--- src/rtl/if_stage_fetch.sv ---
// IF stage and IF/ID pipeline register of the 5-stage RISC-V pipeline.
// Owns the PC, drives the instruction-memory address, and latches {pc, inst}
// into IF/ID. It also detects load-use hazards against ID/EX, applies
// EX-stage redirects, asks for an ID/EX bubble, and counts stall and flush
// events with saturating counters.
module if_stage_fetch #(
    parameter logic [31:0] RESET_PC = 32'h0000_0000,
    parameter logic [31:0] NOP_INST = 32'h0000_0013,
    parameter int unsigned CNT_W    = 16
) (
    input  logic             clk,
    input  logic             rst,
    output logic [31:0]      imem_addr,
    input  logic [31:0]      imem_rdata,
    input  logic             ex_redirect,
    input  logic [31:0]      ex_target,
    input  logic             idex_memread,
    input  logic [4:0]       idex_rd,
    output logic [31:0]      ifid_pc,
    output logic [31:0]      ifid_inst,
    output logic             ifid_valid,
    output logic             load_use_stall,
    output logic             idex_flush,
    output logic [CNT_W-1:0] stall_cnt,
    output logic [CNT_W-1:0] flush_cnt
);

    // Opcodes that affect register-operand usage
    typedef enum logic [6:0] {
        OP_LUI   = 7'b0110111,
        OP_AUIPC = 7'b0010111,
        OP_JAL   = 7'b1101111,
        OP_R     = 7'b0110011,
        OP_S     = 7'b0100011,
        OP_B     = 7'b1100011
    } opcode_e;

    // Step taken on the coming edge, highest priority first
    typedef enum logic [1:0] {
        ACT_REDIRECT,
        ACT_STALL,
        ACT_ADVANCE
    } action_e;

    logic [31:0]      pc_q,         pc_d;
    logic [31:0]      ifid_pc_q,    ifid_pc_d;
    logic [31:0]      ifid_inst_q,  ifid_inst_d;
    logic             ifid_valid_q, ifid_valid_d;
    logic [CNT_W-1:0] stall_cnt_q,  stall_cnt_d;
    logic [CNT_W-1:0] flush_cnt_q,  flush_cnt_d;

    logic [6:0]       opcode;
    logic [4:0]       rs1;
    logic [4:0]       rs2;
    logic             uses_rs1;
    logic             uses_rs2;
    logic             hazard;
    action_e          action;

    // Decode the IF/ID instruction's source-register usage
    always_comb begin
        opcode   = ifid_inst_q[6:0];
        rs1      = ifid_inst_q[19:15];
        rs2      = ifid_inst_q[24:20];
        uses_rs1 = !((opcode == OP_LUI) || (opcode == OP_AUIPC) || (opcode == OP_JAL));
        uses_rs2 = (opcode == OP_R) || (opcode == OP_S) || (opcode == OP_B);
    end

    // Load-use hazard detection and the resulting per-cycle action
    always_comb begin
        hazard = idex_memread && (idex_rd != 5'd0) && ifid_valid_q &&
                 ((uses_rs1 && (rs1 == idex_rd)) || (uses_rs2 && (rs2 == idex_rd)));
        if (ex_redirect) begin
            action = ACT_REDIRECT;
        end else if (hazard) begin
            action = ACT_STALL;
        end else begin
            action = ACT_ADVANCE;
        end
    end

    // Next-state for PC, IF/ID and counters; redirect masks any concurrent hazard
    always_comb begin
        pc_d         = pc_q;
        ifid_pc_d    = ifid_pc_q;
        ifid_inst_d  = ifid_inst_q;
        ifid_valid_d = ifid_valid_q;
        stall_cnt_d  = stall_cnt_q;
        flush_cnt_d  = flush_cnt_q;
        unique case (action)
            ACT_REDIRECT: begin
                pc_d         = ex_target & 32'hFFFF_FFFC;
                ifid_pc_d    = '0;
                ifid_inst_d  = NOP_INST;
                ifid_valid_d = 1'b0;
                if (flush_cnt_q != '1) begin
                    flush_cnt_d = flush_cnt_q + CNT_W'(1);
                end
            end
            ACT_STALL: begin
                if (stall_cnt_q != '1) begin
                    stall_cnt_d = stall_cnt_q + CNT_W'(1);
                end
            end
            default: begin
                pc_d         = pc_q + 32'd4;
                ifid_pc_d    = pc_q;
                ifid_inst_d  = imem_rdata;
                ifid_valid_d = 1'b1;
            end
        endcase
    end

    // State registers with asynchronous active-low reset
    always_ff @(posedge clk or negedge rst) begin
        if (!rst) begin
            pc_q         <= RESET_PC;
            ifid_pc_q    <= '0;
            ifid_inst_q  <= NOP_INST;
            ifid_valid_q <= 1'b0;
            stall_cnt_q  <= '0;
            flush_cnt_q  <= '0;
        end else begin
            pc_q         <= pc_d;
            ifid_pc_q    <= ifid_pc_d;
            ifid_inst_q  <= ifid_inst_d;
            ifid_valid_q <= ifid_valid_d;
            stall_cnt_q  <= stall_cnt_d;
            flush_cnt_q  <= flush_cnt_d;
        end
    end

    assign imem_addr      = pc_q;
    assign ifid_pc        = ifid_pc_q;
    assign ifid_inst      = ifid_inst_q;
    assign ifid_valid     = ifid_valid_q;
    assign load_use_stall = hazard;
    assign idex_flush     = ex_redirect | hazard;
    assign stall_cnt      = stall_cnt_q;
    assign flush_cnt      = flush_cnt_q;

endmodule

--- config.mk ---
export PLATFORM = sky130hd
export DESIGN_NAME = if_stage_fetch
export DESIGN_NICKNAME = d
export VERILOG_FILES = /design/src/rtl/if_stage_fetch.sv
export SDC_FILE = /design/constraint.sdc
export NUM_CORES = 1
export LEC_CHECK = 0
export ABC_CLOCK_PERIOD_IN_PS = 3200
export CAP_MARGIN = 10
export CORE_AREA = 2 2 119 121
export CTS_CLUSTER_DIAMETER = 30
export DETAILED_ROUTE_END_ITERATION = 10
export DIE_AREA = 0 0 121 123
export PLACE_DENSITY_LB_ADDON = 0.12
export SYNTH_ARGS = -nofsm -noshare
export SYNTH_HDL_FRONTEND = slang
export SYNTH_SLANG_ARGS = --single-unit
--- constraint.sdc ---
create_clock -name clk -period 3.2 [get_ports clk]
set_input_delay 0.64 -clock clk [delete_from_list [all_inputs] [get_ports clk]]
set_output_delay 0.64 -clock clk [all_outputs]
set_load 0.03 [all_outputs]
==> results of run 1 <==
-- registers in the layout, indices dropped and copies added (netlist names) --
register	cells
ifid_inst	32
ifid_pc	31
imem_addr	30
flush_cnt	16
stall_cnt	16
ifid_valid	1
-- timing repair --
action                     in CTS  in global routing
setup endpoints to repair       2                  1
hold buffers                    0                  0
hold endpoints to repair        0                  0
resized for setup               8                  0
pin swaps                       1                  1
-- final timing paths --
path                                        endpoint  cells past startpoint
min reg2reg                stall_cnt[15]$_DFFE_PN0P_                      1
min                        ifid_inst[10]$_DFFE_PN0P_                      1
max reg2reg                 stall_cnt[1]$_DFFE_PN0P_                      7
min in group clk           stall_cnt[15]$_DFFE_PN0P_                      1
max in group asynchronous   ifid_inst[1]$_DFFE_PN1P_                      2
max                                       idex_flush                      7
-- kinds of logic after synthesis --
family	share of synthesized area
AND/OR/NAND/NOR	0.2465
flip-flops	0.5174
AO/OA/AOI/OAI	0.07896
XOR/XNOR	0.08901
buffers and inverters	0.03815
multiplexers	0.02318
adder cells (fa/ha/maj)	0.006153
other	0.0006147
-- per-layer routing --
metal | vias up | global-route usage | wire length [um]
li1 | 2590 | - | -
met1 | 2643 | 0.3025 | 7458
met2 | 199 | 0.3701 | 8066
met3 | 19 | 0.05489 | 970
met4 | 0 | 0.08503 | 285
met5 | - | 0 | 0
-- where the power goes --
part | switching [mW] | internal [mW] | total [mW]
clock | 0.689 | 1.20 | 1.89
sequential | 0.165 | 1.73 | 1.89
combinational | 0.535 | 0.429 | 0.964
total | 1.39 | 3.36 | 4.75
-- metrics by stage --
stage	total power, mW	worst slack [ns]	area [sq um]	utilization
after CTS	4.793	0.02333	8870	0.6516
final	4.745	0.05190	8870	0.6516
after detailed placement	2.883	-0.2996	8269	0.6075
after global placement	2.862	-0.2584	8269	0.6075
after global routing	4.967	0.004649	8870	0.6516
after floorplan	2.392	0.3108	6105	-
-- layout make-up --
type                       instances  share of cell area
sequential                       126              0.3559
multi-input combinational        470              0.3101
timing repair buffer             213              0.2380
clock buffer                      21             0.05304
tap                              180             0.02539
clock inverter                    11             0.01298
inverter                          11            0.004655
-- cell usage in the layout (no fill, tap or decap), types with 17 or more instances in the layout --
cell | synthesis | layout
nand4_1 | 25 | 25
xnor2_1 | 42 | 42
clkdlybuf4s50_1 | 0 | 195
nand3_1 | 23 | 23
nor3_1 | 17 | 17
clkbuf_16 | 0 | 17
dfrtp_1 | 123 | 123
nand2_1 | 172 | 172
a21oi_1 | 61 | 61
xor2_1 | 20 | 20
==> results.toml, run 1 <==
[place]
post-dp-hpwl_um = 11450
numPortBuffers = 199
place_congestion = 0.8437
dp_cells = 1000

[cts]
post_cts.repair.setup_buffers = 0
cts.htree.levels = 4
insertion_delay_ns = 0.41
cts_buffer_depth = 2
cts_sinks = 126
cts_root_buf = "clkbuf_16"
numCtsBuffers = 17
cts_tree = "yes"
clkTransAtPathRegs_ns = 0.05

[routing]
drt_iter0_drc = 296
post-route-drc-count = 0
drtAntennaViolNets = 0
routed-via-count = 5451
viasPerCell = 5.282
wl_um = 16780
first_pass_iters = 5
wl_per_cell_um = 16.26

[global_routing]
grt_pass1_wl_um = 26920
grt_pass1_vias = 5301
antenna_found_initial = 1
grt_max_degree = 87
grt_remaining_overflow = 0
grt_usage = 0.2296

[synthesis]
synthDistinctLibCells = 47
ys_ff_latch = 126
ys.flop_type = "dfrtp_1"
yosys.area.top_type = "dfrtp_1"
synth.avg_cell_area_sq_um = 9.488
seq_area_frac_synth = 0.5174
syn_inst = 643
syn_area_sq_um = 6101
synth_edf_count = 0
yosysMostFrequentCell = "nand2_1"
synthTopCellsByCount = "nand2_1, dfrtp_1, a21oi_1"
yosysWarnings = 0
synth_area_leaders = "dfrtp_1, nand2_1, xnor2_1"
synth_top_area_frac = 0.5045
synthArstFlopShare = 1.000

[sta]
holdWs_ns = 0.1701
min_period_ns = 3.148
fin_skew_ns = 0.006706
slew_headroom = 0.4375
finalSetupTns_ns = 0
drv_slew = 0
rsz0062_at_grt = "false"
tightestPinTransition_ns = 0.8437
fin_crit_sh = 0.9838
finalHoldViolations = 0
timing.fmax_mhz = 317.7
finalSetupViolCount = 0

[power]
leakage_nw = 3.750
peakVddDrop_v = 0.0004535
p_per_area_nw_per_um2 = 535.0

[run]
maxCapViolCount = 0

[setup_path]
critPathRequiredTime_ns = 2.56
critPathBufInv = 2
cp_max_fo = 4
cp_slowest_cell = "or4_4"
arrival_ns = 2.51
slowest_delay_ns = 0.57
end_kind = "output pin"
crit-reg2reg-launch = "ifid_inst[1]$_DFFE_PN1P_"
ff2ff_setup_slack_ns = 0.79
worst_setup_path_start_kind = "input pin"
startpoint = "idex_rd[1]"
crit_chain = "clkdlybuf4s50_1 > or4_4 > o211ai_4 > nor4_4 > nor2_4 > nand2_1 > clkdlybuf4s15_2"
criticalPathCategory = "input pin to output pin"
cp_top_family = "simple AND/OR/NAND/NOR gates"

[layout]
antenna_cells = 0
syn_to_final_growth_pct = 45.39
nets = 915
multi_input_area_sq_um = 2750
nFillCells = 1130
final_cell_count_no_fill = 1032
regArea_sq_um = 3157
drive_gt1_frac = 0.09272

[floorplan]
die_height_um = 123
start_util = 0.4482
fp.dieArea_sq_um = 14880
coreArea_sq_um = 13610
ios = 204
die_w_um = 121
rows = 43

[hold_path]
hp-class = "input pin to async pin"

[outcome]
status = "complete, no violations"
Power figures use the tool's default switching activity.
==> run 2: changes to the inputs <==
--- a/config.mk
+++ b/config.mk
@@ -7,10 +7,11 @@
 export LEC_CHECK = 0
 export ABC_CLOCK_PERIOD_IN_PS = 3200
 export CAP_MARGIN = 10
-export CORE_AREA = 2 2 119 121
+export CORE_AREA = 5 5 122 124
 export CTS_CLUSTER_DIAMETER = 30
 export DETAILED_ROUTE_END_ITERATION = 10
-export DIE_AREA = 0 0 121 123
+export DIE_AREA = 0 0 127 129
+export GPL_TIMING_DRIVEN = 0
 export PLACE_DENSITY_LB_ADDON = 0.12
 export SYNTH_ARGS = -nofsm -noshare
 export SYNTH_HDL_FRONTEND = slang
==> run 2 against run 1 <==
Global-route usage decreased by 0.43 points. First-iteration DRC count increased by 39%. Core utilization increased by 0.73 points. Clock power about the same. Largest power group unchanged. Cell area increased by 1.5%. Critical path depth increased by 1. Via count increased by 1.6%. Largest cell class unchanged. Critical endpoint is now load_use_stall. Maximum frequency increased by 0.88%.
==> results.toml, run 2 (synthesized netlist as in run 1, its figures left out) <==
[run]
maxCapViolCount = 0

[floorplan]
start_util = 0.4464
ios = 204
die_w_um = 127
coreArea_sq_um = 13670
fp.dieArea_sq_um = 16380
die_height_um = 129
rows = 43

[layout]
drive_gt1_frac = 0.09339
largest_reg_flops = 32
antenna_cells = 0
post-route-util = 0.6589
final_cell_count_no_fill = 1058
syn_to_final_growth_pct = 47.60
nets = 942
layout_common_cells = "clkdlybuf4s50_1, nand2_1, dfrtp_1, a21oi_1, xnor2_1"
final_common_cell = "clkdlybuf4s50_1"

[sta]
min_period_ns = 3.121
finalSetupTns_ns = 0
fin_crit_sh = 0.9752
timing.fmax_mhz = 320.5
fin_ws_ns = 0.07939
drv_slew = 0
tightestPinTransition_ns = 0.6408
rsz0062_at_grt = "false"
holdWs_ns = 0.1450
fin_skew_ns = 0.006658
finalHoldViolations = 0
finalSetupViolCount = 0
slew_headroom = 0.5688

[setup_path]
ff2ff_path_depth = 9
startpoint = "idex_rd[4]"
crit-reg2reg-launch = "ifid_inst[1]$_DFFE_PN1P_"
worst_setup_path_start_kind = "input pin"
criticalPathCategory = "input pin to output pin"
end_kind = "output pin"
cp_max_fo = 16
arrival_ns = 2.48
critPathRequiredTime_ns = 2.56

[cts]
cts_root_buf = "clkbuf_16"
insertion_delay_ns = 0.41
cts_buffer_depth = 2
cts_sinks = 126
clkTransAtPathRegs_ns = 0.05
numCtsBuffers = 17
hold_buffers = 0
cts.htree.levels = 4
cts_tree = "yes"

[global_routing]
grt_max_degree = 86
grt_remaining_overflow = 0
grt_usage = 0.2254
antenna_found_initial = 0
grt_pass1_vias = 5592
grt_pass1_wl_um = 29180

[routing]
drtAntennaViolNets = 0
routed-via-count = 5539
post-route-drc-count = 0
viasPerCell = 5.235
wl_per_cell_um = 17.26
wl_um = 18260
drt_iter0_drc = 410
first_pass_iters = 7

[place]
place_congestion = 0.8966
numPortBuffers = 199
dp_slack_ns = -1.181
dp_cells = 1024
post-dp-hpwl_um = 13410

[power]
leakage_nw = 3.821
p_per_area_nw_per_um2 = 527.5
peakVddDrop_v = 0.0006645

[hold_path]
hp-class = "input pin to async pin"

[outcome]
status = "complete, no violations"
run 2: cell types whose count changed in the layout (fill, tap and decap cells not counted), sizes merged:
cell and delta:
clkdlybuf4s15 -2, buf +8, clkinvlp -4, clkdlybuf4s50 -2, dlygate4sd2 +3, clkbuf +23
run 2: stage by stage:
stage / power, mW / area, sq um
floorplan: 2.392 / 6105
global placement: 2.872 / 8322
detailed placement: 2.891 / 8351
CTS: 4.781 / 8999
global route: 4.950 / 9005
finish: 4.750 / 9005
run 2: layout make-up:
cell class / instances / area, sq um
fillers: 1107 / 4661
flip-flops and latches: 126 / 3157
clock inverters: 7 / 85.08
inverters: 11 / 48.80
multi-input cells: 470 / 2750
clock buffers: 24 / 491.7
repair buffers: 205 / 2051
plain buffers: 35 / 196.4
well taps: 180 / 225.2
run 2: final timing paths:
path | slack, ns | end
worst max-delay path | 0.08 | load_use_stall
worst min-delay path | 0.15 | ifid_inst[7]$_DFFE_PN0P_
worst max register to register | 0.63 | ifid_pc[4]$_DFFE_PN0P_
worst min register to register | 0.48 | stall_cnt[15]$_DFFE_PN0P_
max in group asynchronous | 2.29 | ifid_pc[9]$_DFFE_PN0P_
min in group clk | 0.48 | stall_cnt[15]$_DFFE_PN0P_
run 2: critical path, stage by stage:
cell and delay, ns:
clkdlybuf4s50_1 0.54, xnor2_1 0.14, nand3_1 0.15, nor4_4 0.47, nor2_4 0.10, buf_4 0.17, inv_8 0.11, buf_6 0.15
run 2: layer usage:
metal	vias up	track usage	routed length (um)
met4	0	0.08454	339
li1	2641	-	-
met2	201	0.3562	8591
met3	25	0.05812	1355
met1	2672	0.3008	7976
met5	-	0	0
run 2: where the power goes:
part           internal (mW)  switching [mW]
clock network           1.22           0.662
registers               1.73           0.168
logic                  0.430           0.544
total                   3.38            1.37
run 2: what timing repair did:
action / 4_1_cts / 5_1_grt
pin swaps: 4 / 2
endpoints found under the setup margin: 2 / 2
buffers inserted: 5 / 0
gates cloned: 0 / 0
gates resized for setup: 25 / 2
==> run 3: changes to the inputs <==
--- a/config.mk
+++ b/config.mk
@@ -7,10 +7,10 @@
 export LEC_CHECK = 0
 export ABC_CLOCK_PERIOD_IN_PS = 3200
 export CAP_MARGIN = 10
-export CORE_AREA = 5 5 122 124
+export CORE_AREA = 2 2 119 121
 export CTS_CLUSTER_DIAMETER = 30
 export DETAILED_ROUTE_END_ITERATION = 10
-export DIE_AREA = 0 0 127 129
+export DIE_AREA = 0 0 121 123
 export GPL_TIMING_DRIVEN = 0
 export PLACE_DENSITY_LB_ADDON = 0.12
 export SYNTH_ARGS = -nofsm -noshare
==> run 3 against run 2 <==
Combinational power hardly changed. Critical path type unchanged. Wire length down 1.0%. Critical endpoint unchanged. Count of clock-buffer cells in the layout shrank 3. Clock skew hardly changed. Final cell count is the same. Cell area increased by 0.14%. Power grew 2.2%. Global-route usage is 1.9 points higher.
==> results.toml, run 3 (synthesized netlist as in run 1, its figures left out) <==
[sta]
finalSetupTns_ns = 0
fin_crit_sh = 0.9850
drv_slew = 0
finalSetupViolCount = 0
slew_headroom = 0.5245
tightestPinTransition_ns = 0.7068
finalHoldViolations = 0
rsz0062_at_grt = "false"
fin_skew_ns = 0.006388
timing.fmax_mhz = 317.3
min_period_ns = 3.152

[floorplan]
die_height_um = 123
ios = 204
coreArea_sq_um = 13610
start_util = 0.4482
die_w_um = 121
rows = 43
fp.dieArea_sq_um = 14880

[outcome]
status = "complete, no violations"

[layout]
layout_common_cells = "clkdlybuf4s50_1, nand2_1, dfrtp_1, a21oi_1, xnor2_1"
final_common_cell = "clkdlybuf4s50_1"
post-route-util = 0.6625
final_area_sq_um = 9017
largest_reg_flops = 32
drive_gt1_frac = 0.09681
nets = 941
final_cell_count_no_fill = 1058
syn_to_final_growth_pct = 47.81
antenna_cells = 0

[place]
post-dp-hpwl_um = 13020
numPortBuffers = 199
place_congestion = 0.8509
place_area_sq_um = 8351
dp_cells = 1024

[cts]
cts_tree = "yes"
cts_sinks = 126
cts_buffer_depth = 2
clkTransAtPathRegs_ns = 0.05
cts.htree.levels = 4
insertion_delay_ns = 0.41
cts_root_buf = "clkbuf_16"
hold_buffers = 0
numCtsBuffers = 17

[setup_path]
criticalPathCategory = "input pin to output pin"
ff2ff_path_depth = 9
ff2ff_setup_slack_ns = 0.62
arrival_ns = 2.51
worst_setup_path_start_kind = "input pin"
cp_max_fo = 16
critPathRequiredTime_ns = 2.56
end_kind = "output pin"

[hold_path]
hp-class = "input pin to async pin"

[global_routing]
grt_pass1_wl_um = 28110
grt_max_degree = 81
use_met1 = 0.3078
grt_remaining_overflow = 0
grt_busiest_layer = "met2"
grt_use_met2 = 0.4168
antenna_found_initial = 0
grt_util_met3 = 0.06227
grt_pass1_vias = 5561
grt_usage = 0.2444

[power]
leakage_nw = 3.824
p_per_area_nw_per_um2 = 538.4
peakVddDrop_v = 0.0006415

[routing]
drt_iter0_drc = 349
post-route-drc-count = 0
viasPerCell = 5.302
first_pass_iters = 5
drtAntennaViolNets = 0
routed-via-count = 5609
wl_um = 18080
wl_per_cell_um = 17.09

[run]
maxCapViolCount = 0
-- run 3: layout make-up --
class | instances | area (sq um)
Clock inverter | 11 | 137.6
Buffer | 35 | 191.4
Clock buffer | 21 | 480.5
Timing Repair Buffer | 204 | 2037
Fill cell | 1127 | 4594
Tap cell | 180 | 225.2
Multi-Input combinational cell | 470 | 2745
Sequential cell | 126 | 3157
Inverter | 11 | 43.79
-- run 3: final timing paths --
| kind | to | startpoint |
|---|---|---|
| max | load_use_stall | idex_rd[1] |
| min | ifid_inst[12]$_DFFE_PN0P_ | rst |
| max reg2reg | ifid_inst[27]$_DFFE_PN0P_ | ifid_inst[1]$_DFFE_PN1P_ |
| min reg2reg | flush_cnt[10]$_DFFE_PN0P_ | flush_cnt[10]$_DFFE_PN0P_ |
| max in group asynchronous | imem_addr[12]$_DFFE_PN0P_ | rst |
| min in group clk | flush_cnt[10]$_DFFE_PN0P_ | flush_cnt[10]$_DFFE_PN0P_ |
-- run 3: worst max-delay path, stage by stage --
cell and delay (ns):
dlygate4sd2_1 0.29, or4_4 0.57, o211ai_4 0.27, nor4_4 0.11
nor2_2 0.20, buf_4 0.16, inv_4 0.08, buf_4 0.18
-- run 3: routing by layer --
| layer | vias to the layer above | wire length, um |
|---|---|---|
| li1 | 2637 | - |
| met1 | 2727 | 7655 |
| met2 | 215 | 8932 |
| met3 | 30 | 1192 |
| met4 | 0 | 297 |
| met5 | - | 0 |
-- run 3: through the flow --
step | hold slack [ns] | total power [mW] | worst slack, ns
detailed placement | 0.4851 | 2.883 | -1.165
finish | 0.1536 | 4.855 | 0.04798
floorplan | 0.3444 | 2.392 | 0.3108
global placement | 0.4759 | 2.865 | -3.395
CTS | 0.1697 | 4.882 | 0.05798
global route | 0.1693 | 5.053 | 0.009940
-- run 3: power by group --
group | internal, mW | switching (mW) | total [mW] | leakage, nW
combinational | 0.429 | 0.542 | 0.972 | 1.92
clock | 1.30 | 0.692 | 1.99 | 0.301
sequential | 1.73 | 0.164 | 1.89 | 1.60
total | 3.46 | 1.40 | 4.85 | 3.82
-- run 3: timing repair --
item	CTS	global route
endpoints found under the hold margin	0	0
buffers inserted	4	0
gates resized for setup	24	0
setup endpoints to repair	2	0
==> variant (config.mk and constraints of run 1) <==
Reset style: synchronous (`rst`), changed in one clocked block. Comments in the files are not updated.
--- a/src/rtl/if_stage_fetch.sv
+++ b/src/rtl/if_stage_fetch.sv
@@ -112,7 +112,7 @@
     end
 
     // State registers with asynchronous active-low reset
-    always_ff @(posedge clk or negedge rst) begin
+    always_ff @(posedge clk) begin
         if (!rst) begin
             pc_q         <= RESET_PC;
             ifid_pc_q    <= '0;
Formal check against the unedited RTL: differs if rst is asserted again (counterexample within 4 cycles, from zero or initial values and one cycle with rst low); with rst held inactive, the same outputs for 10 cycles.
==> variant against run 1 <==
- combinational power fell by 47%
- maximum frequency grew 1.7%
- sequential cell count unchanged
- final area is 3.9% lower
- core utilization shrank 2.6 points
- setup slack improved by 54 ps
- routed wire length rose by 6.8%
- power fell by 10%
- hold slack better by 280 ps
- area after synthesis is 6.5% lower
- critical endpoint unchanged
- largest cell class is now multi-input combinational cells
- highest routed layer unchanged
==> variant: results (changes against run 1) <==
status = complete, no violations (unchanged)
async set or reset register ratio after synthesis = 0% (was 100.0%)
Synth top cells by count = nand2_1 (166), dfxtp_1 (126), a21oi_1 (69) (was nand2_1 (172), dfrtp_1 (123), a21oi_1 (61))
Placer Congestion = 0.8631 (was 0.8437)
via count = 6005 (was 5451)
Slew @ Worst Pin = 768.2 ps (was 843.7 ps)
DRT met1 WL = 7878 µm (was 7458 µm)
Routed WL = 17930 µm (was 16780 µm)
initial antenna violation count = 0 (was 1)
area post-placement = 7874 µm² (was 8269 µm²)
Hold/Removal Path Class = register to register (was primary input to asynchronous set/reset pin)
synth unique cells = 46 (was 47)
crit-path max FO = 9 (was 4)
Area contributors post-synth = dfxtp_1 (44%), nand2_1 (11%), a21oi_1 (6.1%) (was dfrtp_1 (50%), nand2_1 (11%), xnor2_1 (6.0%))
Critical-path top delay cell = or4_1 (was or4_4)
Avg WL per Cell = 16.22 µm (was 16.26 µm)
mean post-synth cell area = 7.886 µm² (was 9.488 µm²)
met1 GRT Util = 29.71% (was 30.25%)
VDD IR max = 0.0003378 V (was 0.0004535 V)
fraction of layout cells with a size suffix above 1 = 6.378% (was 9.272%)
post-DP HPWL = 12580 µm (was 11450 µm)
Final #Nets = 988 (was 915)
critical path's largest stage delay = 540 ps (was 570 ps)
vias in the first global route = 5691 (was 5301)
clock skew = 5.635 ps (was 6.706 ps)
Met3 Wirelength = 1063 µm (was 970 µm)
Root Driver = clkbuf_16 (unchanged)
sequential share of the synthesized area = 44.24% (was 51.74%)
dpl cells = 1071 (was 1000)
FF-to-FF End = imem_addr[26] (was stall_cnt[1])
crit path DAT = 2450 ps (was 2510 ps)
reg2reg start = ifid_inst[23] (was ifid_inst[1])
leakage = 3.097 nW (was 3.750 nW)
crit-path leading delay family = buffers and inverters (was simple AND/OR/NAND/NOR gates)
met3 Use GR = 6.596% (was 5.489%)
first-pass GRT wire length = 27950 µm (was 26920 µm)
Tot GR Track Use = 23.68% (was 22.96%)
CP endpoint = idex_flush (unchanged)
CP startpoint = idex_rd[2] (was idex_rd[1])
GR met2 Demand/Resource = 38.73% (was 37.01%)
largest net degree at the start of global routing = 97 (was 87)
worst reg-to-reg path cell count = 8 (was 7)
r2r setup slk = 910 ps (was 790 ps)
First-pass DRT Iterations = 6 (was 5)
worst slack, placed = -198.9 ps (was -299.6 ps)
[variant: layout make-up]
type / count / area (µm²)
sequential: 126 / 2522
fill: 1230 / 5090
clock inverter: 10 / 160.2
inverter: 9 / 35.03
multi-input combinational: 538 / 2939
clock buffer: 22 / 474.2
tap: 180 / 225.2
timing repair buffer: 220 / 2166
[variant: where the power goes]
part | switching (mW) | internal (mW)
sequential | 0.0671 | 1.63
combinational | 0.273 | 0.234
clock | 0.689 | 1.36
[variant: kinds of logic after synthesis]
logic type               Yosys count  synth area share, %
other                              1              0.06577
XOR/XNOR                          23                3.533
AO/OA/AOI/OAI                    166                16.55
multiplexers                      10                1.756
buffers and inverters             60                4.455
AND/OR/NAND/NOR                  334                28.75
adder cells (fa/ha/maj)            3               0.6584
flip-flops                       126                44.24
[variant: timing repair]
action	in CTS	in global routing
endpoints found under the hold margin	0	0
hold buffers	0	0
setup buffers	0	2
setup endpoints to repair	1	2
pin swaps	0	1
resized for setup	1	3
